`src/rtl/ip_pkg.sv`:
```
`default_nettype none
// +----------------------------------------------------------------------+
// | Module      : ip_pkg                                                 |
// | Description : Shared IPv4 constants, TX state type, checksum fold.   |
// | Revision    : 1.0                                                    |
// +----------------------------------------------------------------------+
package ip_pkg;

  localparam int IP_HDR_BYTES = 20;
  localparam int IP_VERSION   = 4;
  localparam int IP_IHL       = 5;

  typedef enum logic [2:0] {
    ST_IDLE    = 3'd0,
    ST_CSUM    = 3'd1,
    ST_HEADER  = 3'd2,
    ST_PAYLOAD = 3'd3,
    ST_DRAIN   = 3'd4
  } ip_tx_state_t;

  // Two end-around folds cover any 20-bit sum of nine 16-bit words.
  function automatic logic [15:0] ip_csum_fold(input logic [19:0] sum);
    logic [16:0] s1;
    logic [16:0] s2;
    s1 = {1'b0, sum[15:0]} + {13'd0, sum[19:16]};
    s2 = {1'b0, s1[15:0]} + {16'd0, s1[16]};
    return ~s2[15:0];
  endfunction

endpackage
`default_nettype wire

```
`src/rtl/ip_checksum_calc.sv`:
```
`default_nettype none
// +----------------------------------------------------------------------+
// | Module      : ip_checksum_calc                                       |
// | Description : Two-cycle IPv4 header checksum (sum, then fold).       |
// | Revision    : 1.0                                                    |
// +----------------------------------------------------------------------+
module ip_checksum_calc
  import ip_pkg::*;
(
  input  logic             clk,
  input  logic             rst_n,
  input  logic             start,
  input  logic [8:0][15:0] words,
  output logic [15:0]      csum,
  output logic             done
);

  logic [19:0] w_sum;
  logic [19:0] r_sum;
  logic        r_valid;

  always_comb begin
    w_sum = '0;
    for (int i = 0; i < 9; i++) begin
      w_sum = w_sum + {4'd0, words[i]};
    end
  end

  always_ff @(posedge clk or negedge rst_n) begin
    if (!rst_n) begin
      r_sum   <= '0;
      r_valid <= 1'b0;
    end else begin
      r_valid <= start;
      if (start) begin
        r_sum <= w_sum;
      end
    end
  end

  assign csum = ip_csum_fold(r_sum);
  assign done = r_valid;

endmodule
`default_nettype wire

```
`src/rtl/ip_tx_header_framer.sv`:
```
`default_nettype none
// +----------------------------------------------------------------------+
// | Module      : ip_tx_header_framer                                    |
// | Description : Prepends a checksummed IPv4 header to a payload stream.|
// | Revision    : 1.0                                                    |
// +----------------------------------------------------------------------+
module ip_tx_header_framer
  import ip_pkg::*;
(
  input  logic        clk,
  input  logic        rst_n,
  input  logic        s_hdr_valid,
  output logic        s_hdr_ready,
  input  logic [5:0]  s_dscp,
  input  logic [1:0]  s_ecn,
  input  logic [15:0] s_length,
  input  logic [15:0] s_identification,
  input  logic [2:0]  s_flags,
  input  logic [12:0] s_fragment_offset,
  input  logic [7:0]  s_ttl,
  input  logic [7:0]  s_protocol,
  input  logic [31:0] s_source_ip,
  input  logic [31:0] s_dest_ip,
  input  logic [7:0]  s_axis_tdata,
  input  logic        s_axis_tvalid,
  output logic        s_axis_tready,
  input  logic        s_axis_tlast,
  output logic [7:0]  m_axis_tdata,
  output logic        m_axis_tvalid,
  input  logic        m_axis_tready,
  output logic        m_axis_tlast,
  output logic        err_short,
  output logic        err_long,
  output logic        err_bad_length
);

  localparam logic [15:0] c_hdr_len   = 16'(IP_HDR_BYTES);
  localparam logic [4:0]  c_last_byte = 5'(IP_HDR_BYTES - 1);

  ip_tx_state_t r_state, w_state_next;

  logic        r_alive, r_drain_zero;
  logic [5:0]  r_dscp;
  logic [1:0]  r_ecn;
  logic [15:0] r_length, r_id, r_pay_len, r_pay_cnt, r_csum;
  logic [2:0]  r_flags;
  logic [12:0] r_frag;
  logic [7:0]  r_ttl, r_proto;
  logic [31:0] r_src, r_dst;
  logic [4:0]  r_byte_cnt;
  logic [7:0]  r_tdata;
  logic        r_tvalid, r_tlast;
  logic        r_err_short, r_err_long, r_err_bad;

  logic             w_out_free, w_hdr_accept, w_beat, w_beat_last;
  logic [7:0]       w_beat_data, w_hdr_byte;
  logic             w_err_short, w_err_long, w_err_bad, w_s_tready;
  logic             w_csum_start, w_csum_done;
  logic [15:0]      w_csum, w_pay_cnt_next;
  logic [8:0][15:0] w_words;

  assign w_out_free     = !r_tvalid || m_axis_tready;
  assign w_pay_cnt_next = r_pay_cnt + 16'd1;

  assign w_words[0] = {4'(IP_VERSION), 4'(IP_IHL), r_dscp, r_ecn};
  assign w_words[1] = r_length;
  assign w_words[2] = r_id;
  assign w_words[3] = {r_flags, r_frag};
  assign w_words[4] = {r_ttl, r_proto};
  assign w_words[5] = r_src[31:16];
  assign w_words[6] = r_src[15:0];
  assign w_words[7] = r_dst[31:16];
  assign w_words[8] = r_dst[15:0];

  ip_checksum_calc u_csum (
    .clk   (clk),
    .rst_n (rst_n),
    .start (w_csum_start),
    .words (w_words),
    .csum  (w_csum),
    .done  (w_csum_done)
  );

  always_comb begin
    w_hdr_byte = 8'h00;
    case (r_byte_cnt)
      5'd0:    w_hdr_byte = {4'(IP_VERSION), 4'(IP_IHL)};
      5'd1:    w_hdr_byte = {r_dscp, r_ecn};
      5'd2:    w_hdr_byte = r_length[15:8];
      5'd3:    w_hdr_byte = r_length[7:0];
      5'd4:    w_hdr_byte = r_id[15:8];
      5'd5:    w_hdr_byte = r_id[7:0];
      5'd6:    w_hdr_byte = {r_flags, r_frag[12:8]};
      5'd7:    w_hdr_byte = r_frag[7:0];
      5'd8:    w_hdr_byte = r_ttl;
      5'd9:    w_hdr_byte = r_proto;
      5'd10:   w_hdr_byte = r_csum[15:8];
      5'd11:   w_hdr_byte = r_csum[7:0];
      5'd12:   w_hdr_byte = r_src[31:24];
      5'd13:   w_hdr_byte = r_src[23:16];
      5'd14:   w_hdr_byte = r_src[15:8];
      5'd15:   w_hdr_byte = r_src[7:0];
      5'd16:   w_hdr_byte = r_dst[31:24];
      5'd17:   w_hdr_byte = r_dst[23:16];
      5'd18:   w_hdr_byte = r_dst[15:8];
      5'd19:   w_hdr_byte = r_dst[7:0];
      default: w_hdr_byte = 8'h00;
    endcase
  end

  always_ff @(posedge clk or negedge rst_n) begin
    if (!rst_n) r_state <= ST_IDLE;
    else        r_state <= w_state_next;
  end

  always_comb begin
    w_state_next = r_state;
    w_hdr_accept = 1'b0;
    w_beat       = 1'b0;
    w_beat_data  = 8'h00;
    w_beat_last  = 1'b0;
    w_err_short  = 1'b0;
    w_err_long   = 1'b0;
    w_err_bad    = 1'b0;
    w_s_tready   = 1'b0;
    w_csum_start = 1'b0;
    case (r_state)
      ST_IDLE: begin
        if (s_hdr_valid && r_alive) begin
          w_hdr_accept = 1'b1;
          if (s_length < c_hdr_len) begin
            w_err_bad    = 1'b1;
            w_state_next = ST_DRAIN;
          end else begin
            w_state_next = ST_CSUM;
          end
        end
      end
      ST_CSUM: begin
        w_csum_start = !w_csum_done;
        if (w_csum_done) w_state_next = ST_HEADER;
      end
      ST_HEADER: begin
        if (w_out_free) begin
          w_beat      = 1'b1;
          w_beat_data = w_hdr_byte;
          if (r_byte_cnt == c_last_byte) begin
            if (r_pay_len == 16'd0) begin
              w_beat_last  = 1'b1;
              w_state_next = ST_DRAIN;
            end else begin
              w_state_next = ST_PAYLOAD;
            end
          end
        end
      end
      ST_PAYLOAD: begin
        w_s_tready = w_out_free;
        if (s_axis_tvalid && w_out_free) begin
          w_beat      = 1'b1;
          w_beat_data = s_axis_tdata;
          if (w_pay_cnt_next == r_pay_len) begin
            w_beat_last = 1'b1;
            if (s_axis_tlast) begin
              w_state_next = ST_IDLE;
            end else begin
              w_err_long   = 1'b1;
              w_state_next = ST_DRAIN;
            end
          end else if (s_axis_tlast) begin
            w_beat_last  = 1'b1;
            w_err_short  = 1'b1;
            w_state_next = ST_IDLE;
          end
        end
      end
      ST_DRAIN: begin
        // Header-only frames have no payload to discard; just let the tlast beat go.
        if (r_drain_zero) begin
          if (w_out_free) w_state_next = ST_IDLE;
        end else begin
          w_s_tready = 1'b1;
          if (s_axis_tvalid && s_axis_tlast) w_state_next = ST_IDLE;
        end
      end
      default: w_state_next = ST_IDLE;
    endcase
  end

  always_ff @(posedge clk or negedge rst_n) begin
    if (!rst_n) begin
      r_alive      <= 1'b0;
      r_drain_zero <= 1'b0;
      r_dscp       <= '0;
      r_ecn        <= '0;
      r_length     <= '0;
      r_id         <= '0;
      r_flags      <= '0;
      r_frag       <= '0;
      r_ttl        <= '0;
      r_proto      <= '0;
      r_src        <= '0;
      r_dst        <= '0;
      r_pay_len    <= '0;
      r_pay_cnt    <= '0;
      r_csum       <= '0;
      r_byte_cnt   <= '0;
      r_tdata      <= '0;
      r_tvalid     <= 1'b0;
      r_tlast      <= 1'b0;
      r_err_short  <= 1'b0;
      r_err_long   <= 1'b0;
      r_err_bad    <= 1'b0;
    end else begin
      r_alive     <= 1'b1;
      r_err_short <= w_err_short;
      r_err_long  <= w_err_long;
      r_err_bad   <= w_err_bad;
      if (w_hdr_accept) begin
        r_dscp       <= s_dscp;
        r_ecn        <= s_ecn;
        r_length     <= s_length;
        r_id         <= s_identification;
        r_flags      <= s_flags;
        r_frag       <= s_fragment_offset;
        r_ttl        <= s_ttl;
        r_proto      <= s_protocol;
        r_src        <= s_source_ip;
        r_dst        <= s_dest_ip;
        r_pay_len    <= s_length - c_hdr_len;
        r_pay_cnt    <= '0;
        r_byte_cnt   <= '0;
        r_drain_zero <= 1'b0;
      end else begin
        if (r_state == ST_HEADER && w_beat) r_byte_cnt <= r_byte_cnt + 5'd1;
        if (r_state == ST_PAYLOAD && w_beat) r_pay_cnt <= w_pay_cnt_next;
        if (r_state == ST_HEADER && w_beat_last) r_drain_zero <= 1'b1;
      end
      if (r_state == ST_CSUM && w_csum_done) r_csum <= w_csum;
      if (w_out_free) begin
        r_tvalid <= w_beat;
        r_tlast  <= w_beat_last;
        if (w_beat) r_tdata <= w_beat_data;
      end
    end
  end

  assign s_hdr_ready    = (r_state == ST_IDLE) && r_alive;
  assign s_axis_tready  = w_s_tready;
  assign m_axis_tdata   = r_tdata;
  assign m_axis_tvalid  = r_tvalid;
  assign m_axis_tlast   = r_tlast;
  assign err_short      = r_err_short;
  assign err_long       = r_err_long;
  assign err_bad_length = r_err_bad;

endmodule
`default_nettype wire

```
`config.mk`:
```
export PLATFORM = sky130hd
export DESIGN_NAME = ip_tx_header_framer
export DESIGN_NICKNAME = d
export VERILOG_FILES = /design/src/rtl/ip_pkg.sv /design/src/rtl/ip_checksum_calc.sv /design/src/rtl/ip_tx_header_framer.sv
export SDC_FILE = /design/constraint.sdc
export NUM_CORES = 1
export LEC_CHECK = 0
export CAP_MARGIN = 20
export CORE_ASPECT_RATIO = 1.5
export CORE_MARGIN = 2
export CORE_UTILIZATION = 50
export DETAILED_ROUTE_END_ITERATION = 16
export PLACE_DENSITY = 0.72
export REMOVE_ABC_BUFFERS = 1
export SLEW_MARGIN = 20
export SYNTH_ARGS = -nofsm -noshare
export SYNTH_HDL_FRONTEND = slang
export SYNTH_SLANG_ARGS = --single-unit
```
`constraint.sdc`:
```
create_clock -name clk -period 14.5 [get_ports clk]
set_clock_uncertainty 0.1 [all_clocks]
set_input_delay 2.9 -clock clk [delete_from_list [all_inputs] [get_ports clk]]
set_output_delay 2.9 -clock clk [all_outputs]
set_load 0.005 [all_outputs]
```
# Word-level counts from Yosys, hierarchy flattened
# Index checks and enable logic that the tools add are counted.
[word_totals] ramBits=0 reg_bits=228 elab_cells=139 input_bits=150 latch_bits=0 output_inout_bits=15 romBits=0 n_memories=0
[classes] div=0 add_sub_neg=13 n_eq_ne=32 n_mux=48 n_mul=0 shift=0 order_cmp=1 n_bitwise=1 reduce_logical=19
[ops] cell="$pmux W8 S20" n=1
[ops] cell="$add A20 B16 Y20" n=7
[ops] cell="$eq A5 B4 Y1 const B" n=8
[ops] cell="$mux W3" n=13
[ops] cell="$mux W16" n=2
[ops] cell="$mux W1" n=24
[ops] cell="$eq A5 B3 Y1 const B" n=4
[ops] cell="$eq A5 B5 Y1 const B" n=4
[ops] cell="$add A15 B16 Y17" n=1
[ops] cell="$add A16 B4 Y17" n=1
[ops] cell="$add A16 B1 Y16" n=1
[ops] cell="$add A16 B1 Y16 const B" n=1
[ops] cell="$eq A16 B16 Y1" n=1
[ops] cell="$logic_not A16 Y1" n=1
[ops] cell="$lt A16 B5 Y1 const B" n=1
[ops] cell="$not A16 Y16" n=1
[ops] cell="$pmux W8 S2" n=1
[ops] cell="$sub A16 B5 Y16 const B" n=1
[ops] cell="$pmux W3 S5" n=1
[ops] cell="$eq A5 B2 Y1 const B" n=2
[ops] cell="$mux W5" n=2
[ops] cell="$ne A3 B3 Y1 const B" n=3
[ops] cell="$logic_and A1 B1 Y1" n=8
[ops] cell="$mux W8" n=1
[ops] cell="other kinds (15)" n=24

# Depth between registers and ports, before layout
[logic_depth] word_depth=8 mapped_depth=24 mapped_depth_nobuf=24

# Modules after synthesis
# From an unflattened synthesis, not the netlist that was laid out.
[hier_totals] hier_cells=1681 area_unflattened_um2=15155.8
[by_module_without_submodules] module="ip_tx_header_framer" area_each_um2=10049.6 seq_area_each_um2=5129.9 n_inst=1 cells_per_inst=1157
[by_module_without_submodules] module="ip_checksum_calc" area_each_um2=5106.1 seq_area_each_um2=525.5 n_inst=1 cells_per_inst=524

# Least setup slack after synthesis
# OpenSTA, ideal clock, no wires.
[synth_timing] path_kind="input-to-output" from="input m_axis_tready" to="output s_axis_tready" cell_stages=3 t_required_ns=11.500 path_buffers=0 path_slack_ns=8.171 arrival_ns=3.329 cell_sequence="nor2b_1 -> nor2_1 -> a21o_1"
[synth_via] elab_chain_len=2
[synth_lines] item="start: declaration" line_no="ip_tx_header_framer.sv:30" rtl="input logic m_axis_tready,"
[synth_lines] item="$logic_or A1 B1 Y1" line_no="ip_tx_header_framer.sv:62" rtl="assign w_out_free = !r_tvalid || m_axis_tready;"
[synth_lines] item="$pmux W1 S2" line_no="ip_tx_header_framer.sv:127" rtl="case (r_state)"
[synth_lines] item="end: declaration" line_no="ip_tx_header_framer.sv:26" rtl="output logic s_axis_tready,"
# No other way between the ends.

# Final worst setup path
# Same ends and word-level chain as after synthesis.

==> key figures <==
Setup path
  – Crit-path max FO: 4
  – Critical path launch point type: primary input
  – Register-to-Register Path Depth: 23
  – CP max stage delay: about 0.5 ns
  – Crit-path slowest cell: clkdlybuf4s50_1
  – CP Depth: 5
  – R2r endpoint: u_csum.r_sum[17]$_DFFE_PN0P_
  – Worst reg2reg setup slack: ~7.5 ns
  – Critical Path Start: m_axis_tready
  – Crit path max-delay family: buffers and inverters
  – CP Capture Type: output pin
  – Crit path buffers/inverters: 2
  – CP cell instances: clkdlybuf4s50_1, nor2b_1, nor2_1, a21o_1, clkdlybuf4s50_1
  – CP endpoint: s_axis_tready
  – Reg-to-reg startpoint: r_length[0]$_DFFE_PN0P_
  – Most frequent CP cell: clkdlybuf4s50_1
  – Data arrival time of the worst path: roughly 4.3 ns
  – Critical path type: primary input to output pin
  – Critical path required time: 11.50 ns

Synth
  – Synth Register Bits: ~230
  – Synth Flop Type: dfrtp_1
  – Synthesized area per cell: between 8 and 9 µm²
  – Yosys top cell area share: between 30 and 40%
  – Yosys warns: 0
  – Syn Inst Count: approximately 1800
  – Commonest cells in the netlist: nand2_1, dfrtp_1, inv_1
  – Sequential fraction of the synthesis area: between 30% and 40%
  – Post-synth top area cell: dfrtp_1
  – Synth Cell Area: between 0.015 and 0.02 mm²
  – Post-synth cell types: about 80
  – Post-synth ARST share: 100.0%
  – Synth top area cells: dfrtp_1, fa_1, nand2_1
  – Most instantiated library cell after synthesis: nand2_1
  – Post-synth EDFFs: 0

Place
  – HPWL Detailed: 40590 µm
  – Final Wtd Congestion: between 0.9 and 1
  – I/O Buffers: approximately 160
  – Placed cell count: 2244
  – Post-place setup slack: roughly 7 ns

Floorplan
  – Num ports: 165
  – Die width: about 150 µm
  – Core area: around 0.030 mm²
  – Die H: 219.0 µm
  – Total die area: roughly 0.032 mm²
  – Starting Density: 50.91%
  – # rows: 78

Drt
  – Via count: 13330
  – Post-DR wirelength/cell: about 23 µm
  – DRC violations left: 0
  – 1st-iter DRT viols: 1049
  – First-pass iteration count of the detailed router: 5
  – Via/cell ratio: a little under 6
  – Final wirelength: between 50000 and 60000 µm
  – Routed Antenna Nets: 0

Final layout
  – Ant. Diodes: 0
  – Area of the multi-input gates: between 0.008 and 0.009 mm²
  – Layout cells sized above 1: under 10%
  – Synthesis-to-finish area growth: 17.82%
  – Non-filler cells, final: 2291
  – Fill count: around 2700
  – Final net count: roughly 2200
  – Register area: 0.005655 mm²

STA
  – Final setup vio count: 0
  – Final Max Slew Viols: 0
  – Unrepaired setup endpoints after global routing: false
  – Period utilization: 50.35%
  – PnR worst setup slack: 7.199 ns
  – Max Freq: approximately 140 MHz
  – Minimum clock period: 7.301 ns
  – Setup TNS: 0 ns
  – Relative slew slack: about 22%
  – Fin. Hold Viols: 0
  – Slew @ Worst Pin: 1.168 ns

Run status
  – Status: finished, final reports clean

Global route
  – Global Route Usage Sum: roughly 33%
  – Initial antenna violation count: 0
  – First-pass GRT wire length: approximately 80000 µm
  – GR Layer Usage met3: about 3.8%
  – Global-route met2 utilization: 59.69%
  – Largest net degree at the start of global routing: 100
  – Layer with the highest usage: met2
  – Grt ovf: 0
  – Number of global-route vias before repair: 13890
  – Met1 Track Usage GR: between 30 and 40%

Clocking
  – CTS clock-pin slew for the worst setup and hold paths: roughly 0.070 ns
  – CTS Buf Count: 25
  – Worst skew pair latency: roughly 0.54 ns
  – H-tree levels: 1
  – Post-CTS Hold Buffers: 0
  – Post-CTS Setup Bufs: 0
  – CTS Buffer Depth: 3
  – Post-CTS resize count: 0
  – TritonCTS clock tree: done
  – Root Buffer: clkbuf_16
  – Clk sink count: 226

Hold path
  – Worst hold path class: flop to flop

Flow run
  – Max_cap viols: 0
## worst min path at each step
stage                     depth (start not counted)  slack (ns)                         start                      endpoint
after floorplan                                   2        0.35        r_csum[11]$_DFFE_PN0P_        r_csum[11]$_DFFE_PN0P_
after global placement                            2        0.36         r_csum[8]$_DFFE_PN0P_         r_csum[8]$_DFFE_PN0P_
after detailed placement                          2        0.38  u_csum.r_sum[14]$_DFFE_PN0P_  u_csum.r_sum[14]$_DFFE_PN0P_
after CTS                                         2        0.39  u_csum.r_sum[14]$_DFFE_PN0P_  u_csum.r_sum[14]$_DFFE_PN0P_
after global routing                              2        0.43        r_csum[14]$_DFFE_PN0P_        r_csum[14]$_DFFE_PN0P_
final                                             2        0.39        r_csum[10]$_DFFE_PN0P_        r_csum[10]$_DFFE_PN0P_
## sequential cells by signal, summed over array words and instances, names as in the netlist, 6 cells and up
name and cells:
m_axis_tdata 8, r_csum 16, r_dscp 6, r_dst 32, r_frag 13, r_id 16
r_length 16, r_pay_cnt 16, r_pay_len 14, r_proto 8, r_src 32, r_ttl 8
u_csum.r_sum 20
## cells in the final DEF, fill, tap and decap left out, types with 6 or more instances in the layout
master and instances:
a211oi_1 13, inv_1 161, clkbuf_16 25, xnor2_1 45
a21boi_0 7, clkinv_2 7, a211o_1 8, nand3_1 29
nor4_1 8, dfrtp_1 226, or3_1 10, and2_1 11
mux2_2 6, and3_1 15, o31ai_1 15, a22o_1 11
nor3b_1 9, a221oi_1 13, nor2b_1 17, nand2_1 456
a32oi_1 6, nand4_1 24, buf_4 22, o21ai_0 126
a22oi_1 31, ha_1 42, clkdlybuf4s50_1 163, a21o_1 14
a31oi_1 12, nor2_1 66, o21ai_1 7, fa_1 97
a21oi_1 24, xor2_1 29, nor3_1 18
## tightest hold or removal path, stage by stage (launching register included)
cell	delay (ns)
dfrtp_1	0.36
nand2_1	0.05
o21ai_0	0.06
## per-stage QoR
stage                     util [%]  hold slack (ns)  area (µm²)
after global placement       57.30           0.3641       17330
after global routing         59.98           0.4260       18140
after CTS                    59.93           0.3923       18130
after detailed placement     57.30           0.3774       17330
after floorplan                  -           0.3496       15010
final                        59.98           0.3948       18140
## cells by family after synthesis
logic type | Yosys count | synth area share, %
multiplexers | 12 | 0.9911
adder cells (fa/ha/maj) | 139 | 16.02
other | 1 | 0.02435
XOR/XNOR | 75 | 4.355
buffers and inverters | 254 | 6.483
AO/OA/AOI/OAI | 335 | 14.69
flip-flops | 226 | 36.72
AND/OR/NAND/NOR | 710 | 20.72
## per-layer routing
layer	wire length (µm)	part of all wire [%]	vias up
met2	27110	52	525
met5	0	0	-
met3	2672	5.1	178
met1	18470	35	6531
li1	-	-	6096
met4	3979	7.6	0
## layout make-up
type	count	share of cell area, %
well taps	400	2.758
multi-input cells	1272	48.35
repair buffers	186	9.985
inverters	162	3.351
clock buffers	32	3.758
flip-flops and latches	226	31.17
clock inverters	13	0.6275
Power is not shown: default switching activity piles up to over one toggle a cycle in this logic, so the estimate is an artifact.
